===== src/rtl/alu_issue_ctrl.sv =====
// alu_issue_ctrl: issue stage in front of the 8-bit functional units.
// Takes one operation at a time over a valid/ready handshake, executes
// ADD/SUB/AND/OR/XOR in a single cycle, runs MUL as a multi-cycle operation
// (MUL_LATENCY cycles), and holds the result until writeback takes it.
// Optional build macro ALU_FLAGS_EN adds registered out_zero/out_carry flags.
module alu_issue_ctrl #(
  parameter int WIDTH       = 8,
  parameter int MUL_LATENCY = 3   // legal range 1..15
) (
  input  logic             clk,
  input  logic             rst,
  input  logic             in_valid,
  output logic             in_ready,
  input  logic [2:0]       in_op,
  input  logic [WIDTH-1:0] in_a,
  input  logic [WIDTH-1:0] in_b,
  output logic             out_valid,
  input  logic             out_ready,
  output logic [WIDTH-1:0] out_data,
`ifdef ALU_FLAGS_EN
  output logic             out_zero,
  output logic             out_carry,
`endif
  output logic             out_err
);

  localparam logic [1:0] S_IDLE = 2'd0;
  localparam logic [1:0] S_EXEC = 2'd1;
  localparam logic [1:0] S_DONE = 2'd2;

  localparam logic [2:0] OP_ADD = 3'd0;
  localparam logic [2:0] OP_SUB = 3'd1;
  localparam logic [2:0] OP_MUL = 3'd2;
  localparam logic [2:0] OP_AND = 3'd3;
  localparam logic [2:0] OP_OR  = 3'd4;
  localparam logic [2:0] OP_XOR = 3'd5;

  // A single-cycle multiplier is indistinguishable from the other units.
  localparam bit         MUL_MULTI = (MUL_LATENCY > 1);
  localparam logic [3:0] CNT_INIT  = 4'(MUL_LATENCY - 1);

  logic [1:0]       state_q, state_d;
  logic [3:0]       cnt_q, cnt_d;
  logic [WIDTH-1:0] a_q, b_q;
  logic [WIDTH-1:0] data_q, data_d;
  logic             err_q, err_d;
`ifdef ALU_FLAGS_EN
  logic             zero_q, zero_d;
  logic             carry_q, carry_d;
  logic             res_carry;
  logic [2*WIDTH-1:0] prod;
`endif

  logic             accept;
  logic             exec;
  logic [2:0]       op_sel;
  logic [WIDTH-1:0] a_sel, b_sel;
  logic [WIDTH-1:0] res_data;
  logic             res_err;

  assign in_ready  = (state_q == S_IDLE) || ((state_q == S_DONE) && out_ready);
  assign accept    = in_valid && in_ready;
  assign exec      = (state_q == S_EXEC);
  assign out_valid = (state_q == S_DONE);
  assign out_data  = data_q;
  assign out_err   = err_q;
`ifdef ALU_FLAGS_EN
  assign out_zero  = zero_q;
  assign out_carry = carry_q;
`endif

  // While a MUL is in flight the shared datapath sees the latched operands;
  // otherwise it sees the live request so single-cycle ops finish on accept.
  assign op_sel = exec ? OP_MUL : in_op;
  assign a_sel  = exec ? a_q    : in_a;
  assign b_sel  = exec ? b_q    : in_b;

  // Shared functional-unit datapath: result, error and optional flags.
  always_comb begin
    // NOTE: every combinational output gets a default first so no path
    // leaves it unassigned, which would otherwise infer a latch.
    res_data = '0;
    res_err  = 1'b0;
`ifdef ALU_FLAGS_EN
    res_carry = 1'b0;
    prod      = '0;
`endif
    case (op_sel)
`ifdef ALU_FLAGS_EN
      OP_ADD: {res_carry, res_data} = {1'b0, a_sel} + {1'b0, b_sel};
      OP_SUB: {res_carry, res_data} = {1'b0, a_sel} + {1'b0, ~b_sel} + (WIDTH+1)'(1);
      OP_MUL: begin
        prod      = {{WIDTH{1'b0}}, a_sel} * {{WIDTH{1'b0}}, b_sel};
        res_data  = prod[WIDTH-1:0];
        res_carry = |prod[2*WIDTH-1:WIDTH];
      end
`else
      OP_ADD: res_data = a_sel + b_sel;
      OP_SUB: res_data = a_sel - b_sel;
      OP_MUL: res_data = a_sel * b_sel;
`endif
      OP_AND: res_data = a_sel & b_sel;
      OP_OR:  res_data = a_sel | b_sel;
      OP_XOR: res_data = a_sel ^ b_sel;
      default: res_err = 1'b1;
    endcase
  end

  // Next-state and result-capture decisions for the issue sequence.
  always_comb begin
    state_d = state_q;
    cnt_d   = cnt_q;
    data_d  = data_q;
    err_d   = err_q;
`ifdef ALU_FLAGS_EN
    zero_d  = zero_q;
    carry_d = carry_q;
`endif
    if (exec) begin
      cnt_d = cnt_q - 4'd1;
      if (cnt_q == 4'd1) begin
        state_d = S_DONE;
        data_d  = res_data;
        err_d   = res_err;
`ifdef ALU_FLAGS_EN
        zero_d  = (res_data == '0);
        carry_d = res_carry;
`endif
      end
    end else if (accept) begin
      if ((in_op == OP_MUL) && MUL_MULTI) begin
        state_d = S_EXEC;
        cnt_d   = CNT_INIT;
      end else begin
        state_d = S_DONE;
        data_d  = res_data;
        err_d   = res_err;
`ifdef ALU_FLAGS_EN
        zero_d  = (res_data == '0);
        carry_d = res_carry;
`endif
      end
    end else if ((state_q != S_DONE) || out_ready) begin
      // Result taken with nothing new, or an unused encoding: go idle.
      state_d = S_IDLE;
    end
  end

  // Control and output registers with synchronous reset.
  always_ff @(posedge clk) begin
    // NOTE: sequential state uses non-blocking assignments so every register
    // samples pre-edge values regardless of statement order.
    if (rst) begin
      state_q <= S_IDLE;
      cnt_q   <= '0;
      data_q  <= '0;
      err_q   <= 1'b0;
`ifdef ALU_FLAGS_EN
      zero_q  <= 1'b0;
      carry_q <= 1'b0;
`endif
    end else begin
      state_q <= state_d;
      cnt_q   <= cnt_d;
      data_q  <= data_d;
      err_q   <= err_d;
`ifdef ALU_FLAGS_EN
      zero_q  <= zero_d;
      carry_q <= carry_d;
`endif
    end
  end

  // Operand capture for the multi-cycle multiplier.
  always_ff @(posedge clk) begin
    // NOTE: operand registers are left unreset; they are only read in EXEC,
    // which is always entered through an accept that loads them.
    if (accept) begin
      a_q <= in_a;
      b_q <= in_b;
    end
  end

endmodule


===== config.mk =====
export PLATFORM = sky130hd
export DESIGN_NAME = alu_issue_ctrl
export DESIGN_NICKNAME = d
export VERILOG_FILES = /design/src/rtl/alu_issue_ctrl.sv
export SDC_FILE = /design/constraint.sdc
export NUM_CORES = 1
export LEC_CHECK = 0
export BUFFER_PORTS_ARGS = -buffer_cell sky130_fd_sc_hd__buf_2
export CORE_MARGIN = 5
export CORE_UTILIZATION = 60
export DETAILED_ROUTE_END_ITERATION = 10
export MAX_ROUTING_LAYER = met4
export PLACE_DENSITY = 0.81
export SLEW_MARGIN = 20
export SYNTH_ARGS = -nofsm -noshare
export SYNTH_HDL_FRONTEND = slang
export SYNTH_SLANG_ARGS = --single-unit

===== constraint.sdc =====
create_clock -name clk -period 16.17 [get_ports clk]
set_clock_uncertainty 0.05 [all_clocks]
set_input_delay 0 -clock clk [delete_from_list [all_inputs] [get_ports clk]]
set_output_delay 0 -clock clk [all_outputs]
set_load 0.005 [all_outputs]

After elaboration in Yosys (flattened, before gate mapping)
Cells that the tools add are included.
{"block": "word_totals", "reg_bits": 31, "in_bits": 23, "output_inout_bits": 11, "elab_cells": 59}
{"block": "classes", "addsub": 3, "multipliers": 1, "eq_ne": 12, "n_mux": 21, "bitwise": 3, "n_reduce_logical": 13}
{"op": "8-bit two-way mux", "count": 6}
{"op": "8-bit one-hot mux with 6 select lines", "count": 1}
{"op": "4-bit two-way mux", "count": 3}
{"op": "2-bit two-way mux", "count": 5}
{"op": "3-bit by 2-bit equality test with 1-bit output, second input constant", "count": 3}
{"op": "8-bit adder", "count": 1}
{"op": "8-bit AND", "count": 1}
{"op": "8-bit by 8-bit multiplier with 8-bit output", "count": 1}
{"op": "8-bit bitwise OR", "count": 1}
{"op": "8-bit subtractor", "count": 1}
{"op": "8-bit XOR", "count": 1}
{"op": "3-bit equality test, second input constant", "count": 2}
{"op": "6-bit OR reduction", "count": 1}
{"op": "1-bit two-way mux", "count": 5}
{"op": "4-bit by 1-bit equality test with 1-bit output, second input constant", "count": 1}
{"op": "2-bit != test, second input constant", "count": 2}
{"op": "2-bit AND reduction", "count": 2}
{"op": "2-bit nonzero test", "count": 2}
{"op": "4-bit by 1-bit subtractor with 4-bit output, second input constant", "count": 1}
{"op": "3-bit by 1-bit equality test with 1-bit output, second input constant", "count": 1}
{"op": "3-bit logical NOT", "count": 1}
{"op": "3-bit two-way mux", "count": 1}
{"op": "3-bit AND reduction", "count": 1}
{"op": "3-bit nonzero test", "count": 1}
{"op": "other kinds (6)", "count": 8}

Depth between registers and ports, before layout
Gate-level depths: netlist of the first run.
{"block": "depth", "word_depth": 8, "depth_mapped": 23, "depth_no_buf": 20}

Least setup slack after synthesis of the first run
No wires, ideal clock.
{"block": "synth_timing", "path_kind": "register to register", "startpoint": "register state_q[1]", "endpoint": "register data_q[7] (netlist: out_data[7])", "setup_time_ns": 0.134, "arrival_time_ns": 5.026, "required_ns": 15.986, "path_slack_ns": 10.960, "path_stages_with_launch": 20, "path_buffers": 2, "period_less_slack_ns": 5.210, "path_cell_list": "dfxtp_1 nand2b_1 buf_4 clkbuf_1 mux2i_1 nor2_1 ha_1 fa_1 ha_1 inv_1 fa_1 inv_1 fa_1 a21o_1 a21oi_1 xnor3_1 xnor2_1 xnor3_1 a222oi_1 a211oi_1"}
{"block": "synth_via", "elab_chain_len": 7, "elab_cells_between_ends": 30, "cone_classes": "2 x add/sub; 1 x mul; 9 x eq/ne; 8 x mux; 3 x bitwise; 7 x reduce/logical"}
{"element": "from (decl)", "line": "42", "rtl": "logic [1:0] state_q, state_d;"}
{"element": "from (signal assigned)", "line": "163", "rtl": "state_q <= state_d;"}
{"element": "2-bit by 1-bit equality test with 1-bit output", "line": "63", "rtl": "assign exec = (state_q == S_EXEC);"}
{"element": "8-bit two-way mux, or another cell as far along", "line": "75", "rtl": "assign a_sel = exec ? a_q : in_a;"}
{"element": "8-bit by 8-bit multiplier with 8-bit output, or another cell as far along", "line": "100", "rtl": "OP_MUL: res_data = a_sel * b_sel;"}
{"element": "8-bit one-hot mux with 6 select lines", "line": "88", "rtl": "case (op_sel)"}
{"element": "8-bit two-way mux", "line": "131", "rtl": "if ((in_op == OP_MUL) && MUL_MULTI) begin"}
{"element": "8-bit two-way mux", "line": "130", "rtl": "end else if (accept) begin"}
{"element": "8-bit two-way mux", "line": "119", "rtl": "if (exec) begin"}
{"element": "to (signal assigned)", "line": "165", "rtl": "data_q <= data_d;"}
{"element": "to (decl)", "line": "45", "rtl": "logic [WIDTH-1:0] data_q, data_d;"}
Several ways; a longest one is shown, not always the timed one. The select of a mux whose other input is x is not followed.
A chain may end at the register's enable or synchronous reset.

Worst setup path after layout of the first run
Same ends and word-level chain as after synthesis.

==> key figures, run 1 <==
Clock tree
  – PostCTS Resize Cnt: 0
  – Number of CTS-inserted buffers: 5
  – TritonCTS clock tree: yes
  – Clock Tree Buf Depth: 2
  – Clk Latency, worst-skew pair: around 0.28 ns
  – Clock Root Buffer: clkbuf_8
  – Clock-pin slew on the worst setup and hold paths: about 0.07 ns
  – # H-tree levels: 2
  – Clk sink count: 31

Yosys
  – Synth async-reset ratio: 0
  – #FFs+latches synth: 31
  – Mux contribution to synthesized area: 0.04757
  – Adder-cell share of the synthesized area: 0.2237
  – Synth cell types: 60
  – Post-synth EDFFs: 16
  – Synth area leaders: ha_1 15%, edfxtp_1 14%, dfxtp_1 8.9%
  – Register area share after synthesis: 0.2319
  – Dominant synthesized flop cell: edfxtp_1
  – Compound-Gate Fraction of Synth Area: 0.1505
  – Main combinational cell family by area after synthesis: adder cells
  – Post-synth top area share: 0.1524
  – Mapped cell area: 0.003367 sq mm
  – Post-Synth Simple-Gate Area: 0.1869
  – Area leader, netlist: ha_1
  – XOR/XNOR share of the synthesized area: 0.08844
  – Post-Syn Nets: 469
  – Average cell area after synthesis: between 8 and 9 sq um
  – Synth Warn #: 0
  – Syn Inst Count: roughly 390

Die
  – Die width: 84.91 um
  – Initial Utilization: 0.6152
  – Core region area: around 0.0055 sq mm
  – Die Area: just over 0.007 sq mm
  – Die height: around 85 um
  – Row cnt: 27
  – Io pins: 34

Setup path
  – Delay-heaviest family, CP: adder cells
  – Req. time, crit path: between 15 and 20 ns
  – CP Depth: 17
  – CP Capture Type: flip-flop
  – Worst-path maximum fanout: 22
  – Arrival @ worst endpoint: roughly 6 ns
  – Startpoint type of the worst setup path: flip-flop
  – CP Class: reg2reg
  – Slowest CP cell: nand2b_1
  – Most common cell on crit path: fa_1
  – Crit-path max cell delay: roughly 0.85 ns
  – Cells along the critical path: nand2b_1, mux2i_1, nor2_1, ha_1, fa_1, ha_1, inv_1, fa_1, inv_1, fa_1, a21o_1, a21oi_1, xnor3_1, xnor2_1, xnor3_1, a222oi_1, a211oi_1
  – R2R cell count: 17
  – Buf/Inv on CP: 2

Power
  – Gate power share: 0.495
  – Int Power: roughly 180 uW
  – Sequential share of power: 0.307
  – Clock power share: 0.198
  – Sw Ratio: 0.3857
  – Sw Pwr: roughly 120 uW
  – Pwr dens: slightly below 80 mW/mm^2
  – Maximum vdd drop: about 0.062 mV
  – P_leak: ~1.8 nW
  – Total Power: about 300 uW

Cells and area
  – Most frequent cells in the layout: 41 x nand2_1, 41 x ha_1, 38 x inv_1
  – # nets final: 515
  – Area Overhead vs Synth: 13.53%
  – Number of diodes: 0
  – Share of cells above drive strength 1: 0.1341

Timing
  – Relative slew slack: 0.3035
  – Min Tclk post-route: slightly below 6 ns
  – Final hold vios: 0
  – Fmax: between 150 and 200 MHz
  – Max-slew violations: 0
  – Unrepaired setup endpoints after global routing: no
  – Final Worst Setup Slack: between 10 and 15 ns
  – Worst slew pin tran: approximately 1.0 ns
  – Setup violators final: 0
  – Crit share post-route: 0.3620
  – Fin Setup TNS: 0 ns

Placement
  – Hpwl dp: 7.003 mm
  – I/O Buffers: 33
  – Final GP Congestion: 0.9935
  – Setup WS pre-CTS: ~10 ns

Detailed routing
  – ANT nets after route: 0
  – Remaining routing DRC violations: 0
  – Detailed-route wire length: around 9.0 mm
  – DR iter-0 viols: approximately 270
  – DR WL/cell: 17.52 um
  – Via count: slightly below 3000
  – Via density: roughly 5.8
  – Drt first pass iters: 5

Global route
  – Initial antenna violation count: 0
  – Tot GR Track Use: 0.2626
  – First-pass GRT wire length: 14.64 mm
  – Vias in the first global route: ~3000
  – Largest net degree at the start of global routing: 34
  – Congestion Overflow GR: 0

Worst hold path
  – Hold path cells: 2
  – Hold Path Class: in2reg

Job
  – MaxCap Viol Count: 0

Status
  – Outcome: completed
## cell usage after synthesis (all sizes together) (4+ instances only)
cell / number
inv: 46
nand2: 42
ha: 41
nor2: 37
a21oi: 26
xnor2: 21
o21ai: 18
edfxtp: 16
dfxtp: 15
mux2i: 13
fa: 12
nor3: 10
nor2b: 7
xor2: 7
buf: 6
clkbuf: 6
nand2b: 6
o31ai: 6
a22oi: 5
a31oi: 4
nand3: 4
## power by group through the flow
stage / logic (mW) / clock network, mW / registers (mW)
finish: 0.149 / 0.0593 / 0.0922
global route: 0.166 / 0.0642 / 0.0928
CTS: 0.148 / 0.0592 / 0.0921
detailed placement: 0.144 / 0 / 0.0938
global placement: 0.140 / 0 / 0.0935
floorplan: 0.107 / 0 / 0.0929
## final timing paths
path              slack, ns     endpoint   startpoint
hold reg to reg        0.42  out_data[1]  out_data[1]
setup / recovery      10.32  out_data[7]   state_q[1]
setup reg to reg      10.32  out_data[7]   state_q[1]
hold / removal         0.02  out_data[0]          rst
## final cells by class
| class | instances | area [sq um] |
|---|---|---|
| repair buffers | 51 | 342.8 |
| flip-flops and latches | 31 | 780.7 |
| well taps | 72 | 90.09 |
| multi-input cells | 304 | 2350 |
| inverters | 46 | 177.7 |
| clock buffers | 7 | 76.32 |
| fillers | 449 | 1650 |
| clock inverters | 1 | 5.005 |
## timing repair
item | in CTS | in global routing
hold endpoints to repair | 17 | 0
buffers inserted | 0 | 0
hold buffers | 17 | 0
## routing by layer
layer  vias up  GRT usage  routed length [um]
met4         0    0.06187                 168
met5         -          -                   0
li1       1462          -                   -
met2       136     0.4071                4045
met3        16    0.05146                 677
met1      1359     0.3555                4078
## flip-flops by register name, indices dropped and copies added (netlist names)
name,cells
out_data,8
state_q,2
a_q,8
cnt_q,4
b_q,8
out_err,1
## cells by family after synthesis
kind of cell | after synthesis
AND/OR/NAND/NOR | 127
AO/OA/AOI/OAI | 79
buffers and inverters | 58
adder cells (fa/ha/maj) | 53
flip-flops | 31
XOR/XNOR | 30
multiplexers | 15
## per-stage QoR
step	area, sq um	cells	utilization	hold slack [ns]
final	3822	512	0.6984	0.01869
after global routing	3822	512	0.6984	0.02416
after CTS	3822	512	0.6984	0.01597
after detailed placement	3571	487	0.6525	0.1644
after global placement	3571	487	0.6525	0.1585
after floorplan	3367	393	-	0.02931
## worst register-to-register path, stage by stage (launching register included)
cell and delay (ns):
dfxtp_1 0.50, nand2b_1 0.85, mux2i_1 0.72, nor2_1 0.12, ha_1 0.23, fa_1 0.48
ha_1 0.29, inv_1 0.05, fa_1 0.52, inv_1 0.06, fa_1 0.45, a21o_1 0.19
a21oi_1 0.15, xnor3_1 0.24, xnor2_1 0.19, xnor3_1 0.24, a222oi_1 0.27, a211oi_1 0.11
(Power assumes the default switching activity.)
==> inputs of run 2 (changes only) <==
==> constraint.sdc (replaced) <==
create_clock -name clk -period 5.6 [get_ports clk]
set_clock_uncertainty 0.05 [all_clocks]
set_input_delay 0 -clock clk [delete_from_list [all_inputs] [get_ports clk]]
set_output_delay 0 -clock clk [all_outputs]
set_load 0.005 [all_outputs]
==> run 2 against run 1 <==
Critical path depth grew 3. Sequential power rose to 2.9 times the previous value. Sequential share of layout area is 0.45 points lower. Wire length grew 0.60%. Die area did not move. Total power rose to 2.9 times the previous value. Via count increased by 3.3%. Final cell count increased by 2.1%. Global-route usage barely moved. Fmax up 14%. Critical endpoint unchanged. Largest cell class unchanged. Largest power group unchanged. Highest routed layer unchanged.
==> key figures, run 2 (synthesis results as in run 1) <==
Cells and area
  – Number of diodes: 0 (unchanged)
  – Fillers: 434 (was 449)
  – Area of the multi-input gates: 0.002350 sq mm (unchanged)
  – Share of cells above drive strength 1: 0.1574 (was 0.1341)
  – # nets final: 526 (was 515)
  – Post-Layout Cell Count: 523 (was 512)
  – Area Overhead vs Synth: 16.09% (was 13.53%)
  – Most frequent cells in the layout: 41 x nand2_1, 41 x ha_1, 38 x inv_1 (unchanged)
  – FF/Latch Area: 780.7 sq um (unchanged)

Power
  – P_leak: 1.810 nW (was 1.758 nW)
  – Maximum vdd drop: 0.1682 mV (was 0.06183 mV)
  – Pwr dens: 223.8 mW/mm^2 (was 78.52 mW/mm^2)
  – Total Power: 874.9 uW (was 300.2 uW)

Global route
  – Largest net degree at the start of global routing: 25 (was 34)
  – Vias in the first global route: 2909 (was 2928)
  – Initial antenna violation count: 0 (unchanged)
  – First-pass GRT wire length: 14.51 mm (was 14.64 mm)
  – Tot GR Track Use: 0.2622 (was 0.2626)
  – Congestion Overflow GR: 0 (unchanged)

Die
  – Die width: 84.91 um (unchanged)
  – Die height: 84.91 um (unchanged)
  – Die Area: 0.007210 sq mm (unchanged)
  – Io pins: 34 (unchanged)
  – Core region area: 0.005473 sq mm (unchanged)
  – Row cnt: 27 (unchanged)
  – Initial Utilization: 0.6152 (unchanged)

Clock tree
  – Clk Latency, worst-skew pair: 0.29 ns (was 0.28 ns)
  – Clock Root Buffer: clkbuf_8 (unchanged)
  – # H-tree levels: 2 (unchanged)
  – Clk sink count: 31 (unchanged)
  – Number of CTS-inserted buffers: 5 (unchanged)
  – TritonCTS clock tree: yes (unchanged)
  – Clock-pin slew on the worst setup and hold paths: 0.07 ns (about the same)
  – Clock Tree Buf Depth: 2 (unchanged)

Timing
  – Setup violators final: 0 (unchanged)
  – Relative slew slack: 0.2554 (was 0.3035)
  – Crit share post-route: 0.9192 (was 0.3620)
  – Fin Setup TNS: 0 ns (unchanged)
  – Final hold vios: 0 (unchanged)
  – Unrepaired setup endpoints after global routing: no (unchanged)
  – Max-slew violations: 0 (unchanged)
  – Fmax: 194.3 MHz (was 170.8 MHz)
  – Min Tclk post-route: 5.148 ns (was 5.854 ns)
  – Worst slew pin tran: 1.117 ns (was 1.045 ns)

Detailed routing
  – ANT nets after route: 0 (unchanged)
  – Detailed-route wire length: 9.023 mm (was 8.969 mm)
  – Via count: 3072 (was 2973)
  – DR iter-0 viols: 261 (was 273)
  – Remaining routing DRC violations: 0 (unchanged)
  – Via density: 5.874 (was 5.807)
  – DR WL/cell: 17.25 um (was 17.52 um)
  – Drt first pass iters: 5 (unchanged)

Setup path
  – R2R cell count: 20 (was 17)
  – CP Class: reg2reg (unchanged)
  – Crit-path max cell delay: 0.53 ns (was 0.85 ns)
  – Reg2Reg Setup Slack: 0.45 ns (was 10.32 ns)
  – Setup crit start: state_q[0] (was state_q[1])
  – Crit Reg-Reg Endpoint: out_data[7] (unchanged)
  – CP Capture Point: out_data[7] (unchanged)
  – Most common cell on crit path: inv_1 (was fa_1)
  – Cells along the critical path: nor2b_2, mux2i_1, buf_4, inv_2, ha_1, inv_1, fa_1, inv_1, ha_1, fa_1, inv_1, fa_1, inv_1, ha_1, a21oi_1, xnor3_1, xnor2_1, xnor3_1, a222oi_1, a211oi_1 (was nand2b_1, mux2i_1, nor2_1, ha_1, fa_1, ha_1, inv_1, fa_1, inv_1, fa_1, a21o_1, a21oi_1, xnor3_1, xnor2_1, xnor3_1, a222oi_1, a211oi_1)
  – CP Capture Type: flip-flop (unchanged)
  – Arrival @ worst endpoint: 5.27 ns (was 5.96 ns)
  – Worst-path maximum fanout: 10 (was 22)
  – Slowest CP cell: fa_1 (was nand2b_1)
  – Req. time, crit path: 5.72 ns (was 16.27 ns)
  – Startpoint type of the worst setup path: flip-flop (unchanged)
  – Reg2Reg Launch Point: state_q[0] (was state_q[1])

Worst hold path
  – Hold Path Class: in2reg (unchanged)

Placement
  – I/O Buffers: 33 (unchanged)
  – Final GP Congestion: 1.028 (was 0.9935)
  – Hpwl dp: 7.159 mm (was 7.003 mm)
  – Placed insts: 498 (was 487)

Status
  – Outcome: completed (unchanged)

Job
  – MaxCap Viol Count: 0 (unchanged)
## run 2: critical path, delay by kind of cell (launching register included)
family                   cells  cell delay [ns]
buffers and inverters        6             0.48
XOR/XNOR                     3             0.66
AND/OR/NAND/NOR              1             0.31
multiplexers                 1             0.12
flip-flops                   1             0.46
AO/OA/AOI/OAI                3             0.55
adder cells (fa/ha/maj)      6             2.39
## run 2: what timing repair did
| action | 4_1_cts | 5_1_grt |
|---|---|---|
| hold endpoints to repair | 17 | 0 |
| hold buffers | 17 | 0 |
| buffers inserted | 0 | 0 |
| gates resized for setup | 0 | 0 |
## run 2: layout make-up
| type | count | share of cell area |
|---|---|---|
| clock inverter | 2 | 0.003201 |
| multi-input combinational | 304 | 0.6012 |
| timing repair buffer | 62 | 0.1088 |
| inverter | 46 | 0.04545 |
| tap | 72 | 0.02305 |
| clock buffer | 6 | 0.01857 |
| sequential | 31 | 0.1997 |
## run 2: how the worst min path moves through the flow
stage | from | end | slack (ns) | cells past startpoint
after global routing | rst | cnt_q[3] | 0.07 | 2
after global placement | in_a[4] | a_q[4] | 0.15 | 1
after CTS | rst | out_data[0] | 0.03 | 2
final | rst | out_data[0] | 0.03 | 2
after floorplan | rst | cnt_q[2] | 0.03 | 1
after detailed placement | in_a[4] | a_q[4] | 0.16 | 1
## run 2: stage by stage
step / util / setup WS, ns / hold WS (ns) / area [sq um]
after global routing: 0.7142 / 0.1383 / 0.07076 / 3909
final: 0.7142 / 0.4523 / 0.03321 / 3909
after global placement: 0.6676 / 0.5525 / 0.1476 / 3654
after detailed placement: 0.6676 / 0.4681 / 0.1574 / 3654
after floorplan: - / 0.3901 / 0.02931 / 3367
after CTS: 0.7142 / 0.4501 / 0.02765 / 3909
## run 2: layer usage
metal | up-vias | GRT usage | part of all wire
met5 | - | - | 0
met4 | 0 | 0.1194 | 0.045
met3 | 31 | 0.04175 | 0.058
met2 | 137 | 0.3943 | 0.45
met1 | 1419 | 0.3470 | 0.45
li1 | 1485 | - | -
## run 2: where the power goes
group	internal (mW)	leakage, nW	switching (mW)
Sequential	0.256	0.277	0.0108
Clock	0.0867	0.0412	0.0878
Combinational	0.196	1.49	0.238
Total	0.538	1.81	0.337
==> inputs of run 3 (changes only) <==
--- a/config.mk
+++ b/config.mk
@@ -5,6 +5,7 @@
 export SDC_FILE = /design/constraint.sdc
 export NUM_CORES = 1
 export LEC_CHECK = 0
+export ABC_AREA = 1
 export BUFFER_PORTS_ARGS = -buffer_cell sky130_fd_sc_hd__buf_2
 export CORE_MARGIN = 5
 export CORE_UTILIZATION = 60
==> run 3 against run 2 <==
Sequential cell count did not move. Combinational power fell by 3%. Largest cell class unchanged. Final cell count rose by 19%. Critical path type unchanged.
==> key figures, run 3 <==
Setup path
  – Delay-heaviest family, CP: adder cells (unchanged)
  – CP Capture Type: flip-flop (unchanged)
  – Arrival @ worst endpoint: 5.18 ns (was 5.27 ns)
  – Crit-path max cell delay: 0.54 ns (was 0.53 ns)
  – Worst-path maximum fanout: 25 (was 10)
  – Startpoint type of the worst setup path: flip-flop (unchanged)
  – CP Class: reg2reg (unchanged)
  – Slowest CP cell: fa_1 (unchanged)
  – Req. time, crit path: 5.77 ns (was 5.72 ns)
  – Buf/Inv on CP: 7 (was 6)

Die
  – Row cnt: 27 (unchanged)
  – Die Area: 0.007424 sq mm (was 0.007210 sq mm)
  – Core region area: 0.005574 sq mm (was 0.005473 sq mm)
  – Initial Utilization: 0.6245 (was 0.6152)
  – Die height: 86.17 um (was 84.91 um)
  – Die width: 86.17 um (was 84.91 um)
  – Io pins: 34 (unchanged)

Cells and area
  – Most frequent cells in the layout: 146 x nand2_1, 87 x inv_1, 43 x nor2_1 (was 41 x nand2_1, 41 x ha_1, 38 x inv_1)
  – Share of cells above drive strength 1: 0.1348 (was 0.1574)
  – Commonest non-fill, non-tap cell in the layout: nand2_1
  – Area of the multi-input gates: 0.002290 sq mm (was 0.002350 sq mm)
  – Post-Layout Cell Count: 621 (was 523)
  – Number of diodes: 0 (unchanged)
  – Post-route cell area: 0.003951 sq mm (was 0.003909 sq mm)
  – Area Overhead vs Synth: 13.52% (was 16.09%)
  – Fillers: 455 (was 434)
  – # nets final: 624 (was 526)
  – FF/Latch Area: 780.7 sq um (unchanged)
  – Final core occ: 0.7089 (was 0.7142)

Power
  – Int Power: 500.5 uW (was 538.3 uW)
  – Sw Ratio: 0.4175 (was 0.3848)
  – Sequential share of power: 0.308 (was 0.305)
  – Sw Pwr: 358.7 uW (was 336.7 uW)
  – Pwr dens: 217.5 mW/mm^2 (was 223.8 mW/mm^2)
  – Gate power share: 0.488 (was 0.496)
  – Clock power share: 0.204 (was 0.199)
  – Maximum vdd drop: 0.1679 mV (was 0.1682 mV)
  – P_leak: 2.087 nW (was 1.810 nW)

Detailed routing
  – ANT nets after route: 0 (unchanged)
  – Detailed-route wire length: 9.181 mm (was 9.023 mm)
  – Via count: 3384 (was 3072)
  – Drt first pass iters: 7 (was 5)
  – DR WL/cell: 14.78 um (was 17.25 um)
  – Via density: 5.449 (was 5.874)
  – DR iter-0 viols: 244 (was 261)
  – Remaining routing DRC violations: 0 (unchanged)

Yosys
  – Synth async-reset ratio: 0 (unchanged)
  – Dominant synthesized flop cell: edfxtp_1 (unchanged)
  – Post-synth top area share: 0.1574 (was 0.1524)
  – Post-synth EDFFs: 16 (unchanged)
  – #FFs+latches synth: 31 (unchanged)
  – Average cell area after synthesis: 7.032 sq um (was 8.567 sq um)
  – Mapped cell area: 0.003481 sq mm (was 0.003367 sq mm)
  – Synth Warn #: 0 (unchanged)
  – Synth cell types: 42 (was 60)
  – Syn Inst Count: 495 (was 393)
  – Area leader, netlist: nand2_1 (was ha_1)
  – Synth top cells by count: 146 x nand2_1, 87 x inv_1, 43 x nor2_1, 41 x ha_1, 22 x nand3_1 (was 41 x ha_1, 41 x nand2_1, 38 x inv_1, 36 x nor2_1, 26 x a21oi_1)
  – Post-Syn Nets: 571 (was 469)
  – Top-count cell post-synth: nand2_1
  – Synth area leaders: nand2_1 16%, ha_1 15%, edfxtp_1 14% (was ha_1 15%, edfxtp_1 14%, dfxtp_1 8.9%)
  – Register area share after synthesis: 0.2243 (was 0.2319)

Clock tree
  – Clk sink count: 31 (unchanged)
  – Post-CTS Setup Inserts: 0 (unchanged)
  – Clock Root Buffer: clkbuf_8 (unchanged)
  – TritonCTS clock tree: yes (unchanged)
  – Clk Latency, worst-skew pair: 0.29 ns (about the same)
  – # H-tree levels: 2 (unchanged)
  – Clock-pin slew on the worst setup and hold paths: 0.07 ns (about the same)
  – Clock Tree Buf Depth: 2 (unchanged)
  – Number of CTS-inserted buffers: 5 (unchanged)

Placement
  – Final GP Congestion: 0.9867 (was 1.028)
  – Hpwl dp: 6.834 mm (was 7.159 mm)
  – Placed insts: 595 (was 498)
  – Setup WS pre-CTS: 0.6250 ns (was 0.4681 ns)
  – I/O Buffers: 33 (unchanged)
  – Placed inst area: 0.003690 sq mm (was 0.003654 sq mm)

Global route
  – Initial antenna violation count: 0 (unchanged)
  – Largest net degree at the start of global routing: 37 (was 25)
  – Tot GR Track Use: 0.2723 (was 0.2622)
  – Vias in the first global route: 3489 (was 2909)
  – First-pass GRT wire length: 15.77 mm (was 14.51 mm)
  – Congestion Overflow GR: 0 (unchanged)

Timing
  – Final hold vios: 0 (unchanged)
  – Final Worst Setup Slack: 0.5951 ns (was 0.4523 ns)
  – Fin Setup TNS: 0 ns (unchanged)
  – Crit share post-route: 0.8937 (was 0.9192)
  – Unrepaired setup endpoints after global routing: no (unchanged)
  – Setup violators final: 0 (unchanged)
  – Relative slew slack: 0.5557 (was 0.2554)
  – Min Tclk post-route: 5.005 ns (was 5.148 ns)
  – Fmax: 199.8 MHz (was 194.3 MHz)
  – Max-slew violations: 0 (unchanged)
  – Worst slew pin tran: 0.6657 ns (was 1.117 ns)

Job
  – MaxCap Viol Count: 0 (unchanged)

Worst hold path
  – Hold Path Class: in2reg (unchanged)

Status
  – Outcome: completed (unchanged)
==> run 3: per-stage QoR <==
stage               hold slack (ns)  power (mW)
floorplan                   0.01907      0.5722
global placement             0.1411      0.6594
detailed placement           0.1443      0.6721
CTS                         0.01807      0.8548
global route                0.03412      0.9429
finish                      0.02717      0.8592
==> run 3: cell type report <==
class	instances	area share
clock buffers	6	0.01837
multi-input cells	363	0.5795
repair buffers	52	0.08930
flip-flops and latches	31	0.1976
well taps	72	0.02280
clock inverters	2	0.002217
inverters	95	0.09025
==> run 3: logic make-up after synthesis <==
logic type,share of synthesized area
adders and majority gates,0.2164
xor gates and xnor gates,0.02516
DFF,0.2243
and+or+nand+nor,0.2861
AOI/OAI and AO/OA,0.1301
buffers and inverters,0.1179
==> run 3: repair_timing <==
item / CTS / global route
endpoints found under the hold margin: 17 / 0
hold buffers: 18 / 0
gates resized for setup: 0 / 0
endpoints found under the setup margin: 0 / 0
==> run 3: layer usage <==
metal | GRT usage | vias up | wire length [um]
li1 | - | 1683 | -
met1 | 0.3270 | 1569 | 4008
met2 | 0.4632 | 106 | 4567
met3 | 0.04227 | 26 | 413
met4 | 0.09209 | 0 | 191
met5 | - | - | 0
==> run 3: final timing paths <==
| kind | startpoint | endpoint | slack (ns) | cells past startpoint |
|---|---|---|---|---|
| min | rst | out_data[7] | 0.03 | 2 |
| min reg2reg | out_data[5] | out_data[5] | 0.41 | 2 |
| max reg2reg | state_q[0] | out_data[7] | 0.60 | 25 |
| max | state_q[0] | out_data[7] | 0.60 | 25 |
==> run 3: power by group through the flow <==
stage	Clock, mW	Sequential (mW)	Combinational [mW]
3_5_place_dp	0	0.269	0.403
6_report	0.176	0.264	0.419
5_1_grt	0.190	0.266	0.487
4_1_cts	0.175	0.264	0.416
2_1_floorplan	0	0.268	0.304
3_3_place_gp	0	0.268	0.391
